$ cat config.mk
export PLATFORM = sky130hd
export DESIGN_NAME = pixel_shader_tile
export DESIGN_NICKNAME = d
export VERILOG_FILES = /design/src/rtl/pixel_shader_tile.sv
export SDC_FILE = /design/constraint.sdc
export NUM_CORES = 1
export LEC_CHECK = 0
export CORE_AREA = 2 2 191 193
export CTS_CLUSTER_SIZE = 30
export DETAILED_ROUTE_END_ITERATION = 7
export DIE_AREA = 0 0 193 195
export DONT_BUFFER_PORTS = 1
export PLACE_DENSITY = 0.55
export SLEW_MARGIN = 5
export SYNTH_ARGS = -nofsm -noshare
export SYNTH_HDL_FRONTEND = slang
export SYNTH_SLANG_ARGS = --single-unit
export TNS_END_PERCENT = 20
$ cat constraint.sdc
create_clock -name i_clk -period 3.5 [get_ports i_clk]
set_input_delay 0.875 -clock i_clk [delete_from_list [all_inputs] [get_ports i_clk]]
set_output_delay 0.875 -clock i_clk [all_outputs]
set_load 0.02 [all_outputs]
$ cat src/rtl/pixel_shader_tile.sv
// pixel_shader_tile: rasterizes a voxel stream onto a tile of LANES adjacent
// pixels (orthographic, nearest hit per lane), then shades each lane through
// a palette req/rsp port and streams the pixels out with backpressure.
//
// Ports:
//   i_clk, i_rst_n          clock, asynchronous active-low reset
//   i_start                 frame start (honoured in IDLE/DONE only)
//   i_row, i_col_base       tile row and column of lane 0
//   i_proj_axis             0:-z 1:-x 2:-y 3:reserved (no hits)
//   i_cam_pos_x/y/z         signed camera position, Q(COORD.FRACT)
//   i_voxel_*/o_voxel_ready voxel stream (valid/ready, last marks frame end)
//   o_pal_req_*/i_pal_rsp_* palette lookup, response latency >= 1 cycle
//   o_pix_*/i_pix_ready     output pixel stream (valid/ready)
//   o_done                  one-cycle pulse after the final pixel is accepted

module pixel_shader_tile #(
    parameter int LANES        = 4,
    parameter int COORD_BITS   = 8,
    parameter int FRACT_BITS   = 8,
    parameter int PALETTE_BITS = 8,
    parameter int PIXEL_BITS   = 8,
    parameter int ROW_BITS     = 8,
    parameter int COL_BITS     = 8,
    parameter logic [PIXEL_BITS-1:0] BG_COLOR = '0
) (
    input  logic                             i_clk,
    input  logic                             i_rst_n,
    input  logic                             i_start,
    input  logic [ROW_BITS-1:0]              i_row,
    input  logic [COL_BITS-1:0]              i_col_base,
    input  logic [1:0]                       i_proj_axis,
    input  logic [COORD_BITS+FRACT_BITS-1:0] i_cam_pos_x,
    input  logic [COORD_BITS+FRACT_BITS-1:0] i_cam_pos_y,
    input  logic [COORD_BITS+FRACT_BITS-1:0] i_cam_pos_z,
    input  logic                             i_voxel_valid,
    output logic                             o_voxel_ready,
    input  logic [COORD_BITS-1:0]            i_voxel_x,
    input  logic [COORD_BITS-1:0]            i_voxel_y,
    input  logic [COORD_BITS-1:0]            i_voxel_z,
    input  logic [PALETTE_BITS-1:0]          i_voxel_id,
    input  logic                             i_voxel_last,
    output logic                             o_pal_req_valid,
    output logic [PALETTE_BITS-1:0]          o_pal_req_id,
    input  logic                             i_pal_rsp_valid,
    input  logic [PIXEL_BITS-1:0]            i_pal_rsp_data,
    output logic                             o_pix_valid,
    input  logic                             i_pix_ready,
    output logic [COL_BITS-1:0]              o_pix_col,
    output logic [PIXEL_BITS-1:0]            o_pix_data,
    output logic                             o_done
);

    localparam int CW = COORD_BITS + FRACT_BITS;
    localparam int DW = CW + 1;
    localparam int EW = CW + 2;
    localparam int LW = (LANES > 1) ? $clog2(LANES) : 1;
    localparam logic [FRACT_BITS-1:0] HALF =
        FRACT_BITS'(1) << (FRACT_BITS - 1);
    localparam logic [LW-1:0] LAST_LANE = LW'(LANES - 1);

    typedef enum logic [2:0] {
        S_IDLE,
        S_RASTER,
        S_DRAIN,
        S_SHADE_REQ,
        S_SHADE_WAIT,
        S_OUT,
        S_DONE
    } state_t;

    state_t r_state;
    state_t w_state_nxt;

    logic [ROW_BITS-1:0]     r_row;
    logic [COL_BITS-1:0]     r_col_base;
    logic [1:0]              r_axis;
    logic [CW-1:0]           r_cam_x;
    logic [CW-1:0]           r_cam_y;
    logic [CW-1:0]           r_cam_z;

    logic                    r_s1_valid;
    logic [LANES-1:0]        r_s1_mask;
    logic [DW-1:0]           r_s1_d;
    logic [PALETTE_BITS-1:0] r_s1_id;

    logic [DW-1:0]           r_depth [LANES];
    logic [PALETTE_BITS-1:0] r_id    [LANES];

    logic [LW-1:0]           r_lane;
    logic                    r_drain;
    logic [PIXEL_BITS-1:0]   r_color;
    logic                    r_done;

    logic                    w_start;
    logic                    w_vox_fire;
    logic [COORD_BITS-1:0]   w_a;
    logic [COORD_BITS-1:0]   w_b;
    logic [COORD_BITS-1:0]   w_c;
    logic [CW-1:0]           w_cam;
    logic                    w_axis_ok;
    logic [EW-1:0]           w_d_ext;
    logic                    w_front;
    logic [COL_BITS-1:0]     w_a_col;
    logic [ROW_BITS-1:0]     w_b_row;
    logic [LANES-1:0]        w_hit;
    logic [PALETTE_BITS-1:0] w_lane_id;
    logic [PALETTE_BITS-1:0] w_prev_id;
    logic                    w_reuse;
    logic                    w_last_lane;
    logic                    w_req;

    assign w_start    = i_start &&
                        (r_state == S_IDLE || r_state == S_DONE);
    assign w_vox_fire = i_voxel_valid && (r_state == S_RASTER);

    // Map voxel coordinates onto screen column (a), row (b), depth (c).
    always_comb begin
        w_a       = i_voxel_x;
        w_b       = i_voxel_y;
        w_c       = i_voxel_z;
        w_cam     = r_cam_z;
        w_axis_ok = 1'b1;
        case (r_axis)
            2'd1: begin
                w_a   = i_voxel_z;
                w_c   = i_voxel_x;
                w_cam = r_cam_x;
            end
            2'd2: begin
                w_b   = i_voxel_z;
                w_c   = i_voxel_y;
                w_cam = r_cam_y;
            end
            2'd3: begin
                w_axis_ok = 1'b0;
            end
            default: begin
                w_a   = i_voxel_x;
                w_b   = i_voxel_y;
            end
        endcase
    end

    // Depth along the view direction: camera minus voxel centre. Two guard
    // bits keep extreme camera/voxel pairs from wrapping into a false hit;
    // any positive result fits the DW-bit depth buffer.
    assign w_d_ext = {{2{w_cam[CW-1]}}, w_cam} - {2'b00, w_c, HALF};
    assign w_front = !w_d_ext[EW-1] && (w_d_ext != '0);
    assign w_a_col = COL_BITS'(w_a);
    assign w_b_row = ROW_BITS'(w_b);

    always_comb begin
        w_hit = '0;
        for (int i = 0; i < LANES; i++) begin
            w_hit[i] = w_axis_ok && w_front &&
                       (w_a_col == r_col_base + COL_BITS'(i)) &&
                       (w_b_row == r_row);
        end
    end

    // S1 holds hit mask and depth; S2 compares and writes the lane buffers.
    // Compare and write share one stage, so a back-to-back voxel on the
    // same lane always sees the freshly written depth.
    always_ff @(posedge i_clk or negedge i_rst_n) begin
        if (!i_rst_n) begin
            r_s1_valid <= 1'b0;
            r_s1_mask  <= '0;
            r_s1_d     <= '0;
            r_s1_id    <= '0;
            for (int i = 0; i < LANES; i++) begin
                r_depth[i] <= '1;
                r_id[i]    <= '0;
            end
        end else begin
            r_s1_valid <= w_vox_fire;
            r_s1_mask  <= w_hit;
            r_s1_d     <= w_d_ext[DW-1:0];
            r_s1_id    <= i_voxel_id;
            if (w_start) begin
                for (int i = 0; i < LANES; i++) begin
                    r_depth[i] <= '1;
                    r_id[i]    <= '0;
                end
            end else if (r_s1_valid) begin
                for (int i = 0; i < LANES; i++) begin
                    if (r_s1_mask[i] && (r_s1_d < r_depth[i])) begin
                        r_depth[i] <= r_s1_d;
                        r_id[i]    <= r_s1_id;
                    end
                end
            end
        end
    end

    assign w_lane_id   = r_id[r_lane];
    assign w_prev_id   = r_id[r_lane - LW'(1)];
    assign w_reuse     = (r_lane != '0) && (w_lane_id == w_prev_id);
    assign w_last_lane = (r_lane == LAST_LANE);

    always_ff @(posedge i_clk or negedge i_rst_n) begin
        if (!i_rst_n) begin
            r_state <= S_IDLE;
        end else begin
            r_state <= w_state_nxt;
        end
    end

    always_comb begin
        w_state_nxt = r_state;
        w_req       = 1'b0;
        unique case (r_state)
            S_IDLE, S_DONE: begin
                if (i_start) begin
                    w_state_nxt = S_RASTER;
                end
            end
            S_RASTER: begin
                if (i_voxel_valid && i_voxel_last) begin
                    w_state_nxt = S_DRAIN;
                end
            end
            S_DRAIN: begin
                if (r_drain) begin
                    w_state_nxt = S_SHADE_REQ;
                end
            end
            S_SHADE_REQ: begin
                if (w_lane_id == '0 || w_reuse) begin
                    w_state_nxt = S_OUT;
                end else begin
                    w_req       = 1'b1;
                    w_state_nxt = S_SHADE_WAIT;
                end
            end
            S_SHADE_WAIT: begin
                if (i_pal_rsp_valid) begin
                    w_state_nxt = S_OUT;
                end
            end
            S_OUT: begin
                if (i_pix_ready) begin
                    w_state_nxt = w_last_lane ? S_DONE : S_SHADE_REQ;
                end
            end
            default: begin
                w_state_nxt = S_IDLE;
            end
        endcase
    end

    always_ff @(posedge i_clk or negedge i_rst_n) begin
        if (!i_rst_n) begin
            r_row      <= '0;
            r_col_base <= '0;
            r_axis     <= '0;
            r_cam_x    <= '0;
            r_cam_y    <= '0;
            r_cam_z    <= '0;
            r_lane     <= '0;
            r_drain    <= 1'b0;
            r_color    <= '0;
            r_done     <= 1'b0;
        end else begin
            if (w_start) begin
                r_row      <= i_row;
                r_col_base <= i_col_base;
                r_axis     <= i_proj_axis;
                r_cam_x    <= i_cam_pos_x;
                r_cam_y    <= i_cam_pos_y;
                r_cam_z    <= i_cam_pos_z;
                r_lane     <= '0;
            end
            r_drain <= (r_state == S_DRAIN) ? !r_drain : 1'b0;
            // r_color always holds the previous lane's colour, which is
            // what makes the same-id reuse path free.
            if (r_state == S_SHADE_REQ && w_lane_id == '0) begin
                r_color <= BG_COLOR;
            end
            if (r_state == S_SHADE_WAIT && i_pal_rsp_valid) begin
                r_color <= i_pal_rsp_data;
            end
            if (r_state == S_OUT && i_pix_ready && !w_last_lane) begin
                r_lane <= r_lane + LW'(1);
            end
            r_done <= (r_state == S_OUT) && i_pix_ready && w_last_lane;
        end
    end

    assign o_voxel_ready   = (r_state == S_RASTER);
    assign o_pal_req_valid = w_req;
    assign o_pal_req_id    = w_req ? w_lane_id : '0;
    assign o_pix_valid     = (r_state == S_OUT);
    assign o_pix_col       = (r_state == S_OUT) ?
                             r_col_base + COL_BITS'(r_lane) : '0;
    assign o_pix_data      = (r_state == S_OUT) ? r_color : '0;
    assign o_done          = r_done;

endmodule
==> run metrics <==
status finished with violations; failing checks setup timing; antenna viol nets, final 0; worst vdd ir between 0.6 and 0.7 mV; filler instances 3530; number of synthesized flops with an enable pin 0; post-synth cell types 61; Inserted Diodes 0; met2 WL post-DR about 14000 um; Worst Max-Slew Pin Slew ~0.65 ns; CTS tree yes; Crit. End Element primary output; Place WS approximately 0.058 ns; CTS Buffer Depth 3; Cells after Synth roughly 1300; clock buffer count from CTS 25; CP max FO 9; maximum clock rate about 260 MHz; dominant synthesized flop cell dfrtp_1; Period Utilization, post-route 1.08; routed len/inst between 15 and 20 um; CP Class reg2out; Initial Util 0.346; drt initial violations 410; DP Wirelength approximately 22000 um; htree depth 1; WL final between 20000 and 30000 um; Pleak between 7 and 8 nW; Critical Path RT between 2 and 3 ns; Final Util 0.389; GP Congestion just over 0.8; final worst slack -0.276 ns; worst min path class in2async; Root Buffer clkbuf_16; Clock Skews 0.0110 ns; largest net degree at the start of global routing roughly 210; grt ovf 0; core area approximately 35000 sq um; startpoint types flop; area grow syn2layout 12.3%; Mapped Nets between 1000 and 1500; mean post-synth cell area 9.61 sq um; DR top layer met4; via count around 9000; DR WL met3 around 1600 um; Slew HR 0.562; final-report setup violation count 9; global-route wire length before repair about 50000 um; vias in the first global route about 9000; # clock sinks 211; CTS clk-pin slew, worst paths 0.06 ns; NumNets Final about 1500; Final Slew Violations 0; sequential area share after synthesis 0.438; Yosys warning count 0; Placed Cells between 1500 and 2000; cell area power density 813 nW/um^2; Die ar. around 38000 sq um; Via-to-Cell Ratio roughly 5.1; Hold Fails Final Rpt 0; hold buffer count at CTS 0; Die Wd approximately 190 um; layout cell share with drive strength beyond 1 0.151; Max-cap violations 0; clock latency on the worst-skew pair 0.52 ns; Final min period ~3.8 ns; overall routing resource usage 0.160; Buffers on Ports 0; FP Rows 69; drt drc 0; unrepaired setup endpoints after global routing true; initial antenna violation count 0; Critical Path AT a little under 3 ns; wire length on met1 ~14000 um; num ports around 140; Mapped Area approximately 12000 sq um; drt pass-1 iters 5; Vert. Die Dim 195 um; fin cells about 1800; Synth Register Bits ~210; async set-or-reset flop fraction in the synthesized netlist 1.00
[sequential cells by signal, indices dropped and copies added, names as in the netlist]
register	cells
r_cam_z	16
r_row	8
o_done	1
r_s1_id	8
r_s1_valid	1
r_state	3
r_s1_mask	4
r_drain	1
r_s1_d	17
r_lane	2
r_color	8
r_cam_x	16
r_axis	2
r_cam_y	16
r_depth	68
r_col_base	8
r_id	32
[kinds of logic after synthesis]
group / synth area share
AND/OR/NAND/NOR: 0.177
flip-flops: 0.438
AO/OA/AOI/OAI: 0.0843
buffers and inverters: 0.0497
multiplexers: 0.130
adder cells (fa/ha/maj): 0.0890
XOR/XNOR: 0.0326
[layout make-up]
class,count,area (sq um),share of cell area
Sequential cell,211,5370,0.390
Timing Repair Buffer,39,377,0.0274
Multi-Input combinational cell,918,6360,0.462
Clock inverter,8,40.0,0.00291
Clock buffer,36,737,0.0535
Tap cell,461,577,0.0419
Inverter,83,312,0.0226
[cell usage after synthesis (all sizes together), types with 6 or more instances]
master  number  area share
inv         83       0.025
xnor2       36       0.028
nor2       120       0.037
and2        21       0.011
xor2         7      0.0050
clkbuf      42       0.013
a211oi       7      0.0043
o211ai       6      0.0037
mux4        16       0.032
a21oi       31       0.013
or4          7      0.0052
nand2      271       0.083
nand2b       9      0.0046
o21ai       48       0.020
dfrtp      143        0.29
buf         22       0.011
a22oi       24       0.015
a21o        13      0.0080
mux2i      120       0.098
dfstp       68        0.15
nand3        8      0.0033
ha          84       0.086
nand4       13      0.0066
nor3         9      0.0041
a22o         9      0.0064
nor2b       10      0.0059
[through the flow]
step	area [sq um]	power (mW)	hold slack, ns	setup TNS (ns)
after floorplan	12300	7.25	0.446	0
after global placement	12900	8.58	0.462	0
after detailed placement	12900	8.65	0.467	0
after CTS	13700	11.2	0.0272	-2.39
after global routing	13800	12.1	0.0223	-4.02
final	13800	11.2	0.0520	-2.40
[power breakdown]
part / leakage [nW] / switching, mW / total, mW / internal, mW
Combinational: 4.31 / 2.91 / 5.07 / 2.16
Clock: 0.386 / 1.03 / 2.47 / 1.45
Sequential: 2.55 / 0.602 / 3.64 / 3.04
Total: 7.25 / 4.54 / 11.2 / 6.65
[per-layer routing]
metal | track usage | vias to the layer above
li1 | - | 4318
met1 | 0.224 | 4319
met2 | 0.257 | 189
met3 | 0.0331 | 43
met4 | 0.0342 | 0
met5 | 0 | -
[cells in the final DEF (no fill, tap or decap), types with 5 or more instances in the layout]
cell       count
xnor2_2        8
xnor2_1       28
nor3_1         8
a22o_1         9
clkbuf_16     26
dfstp_2       68
dfrtp_1      142
a21o_1        13
nand4_1       13
nand3_1        8
clkbuf_8       7
xor2_1         7
mux4_2        14
nor2b_1        7
nand2b_1       9
nand2_1      270
a211oi_1       7
a21oi_1       31
buf_4         32
o21ai_0       32
o21ai_1       16
mux2i_1      120
buf_12         5
inv_1         82
ha_1          83
and2_4         9
a22oi_1       24
clkinv_2       5
and2_1        12
and3_1         5
nor2_1       119
o211ai_1       6
[path summary, 6_finish.rpt]
kind                          startpoint               to  slack, ns  cells after the start
setup / recovery               r_lane[0]  o_pal_req_id[0]      -0.28                      8
hold / removal                   i_rst_n       r_cam_y[0]       0.05                      0
setup reg to reg               r_axis[0]     r_s1_mask[3]       0.06                     13
hold reg to reg               r_cam_y[3]       r_cam_y[3]       0.48                      2
max in group asynchronous        i_rst_n         r_row[4]       3.01                      0
min in group i_clk         i_voxel_id[1]       r_s1_id[1]       0.38                      0
[critical path, stage by stage, from the launching register on]
cell and delay (ns):
dfrtp_2 0.44, inv_2 0.07, ha_4 0.32, mux4_2 0.34, xnor2_2 0.16, nand4_1 0.15
or4_4 0.53, nor2b_4 0.18, and2_4 0.19
[what timing repair did]
item                       CTS  global route
hold endpoints to repair     0             0
resized for setup           25            11
pin swaps                    1             3
setup buffers                4             3
setup endpoints to repair    9            13
gates cloned                 0             1
No activity file was read; power rests on OpenSTA's default activity.
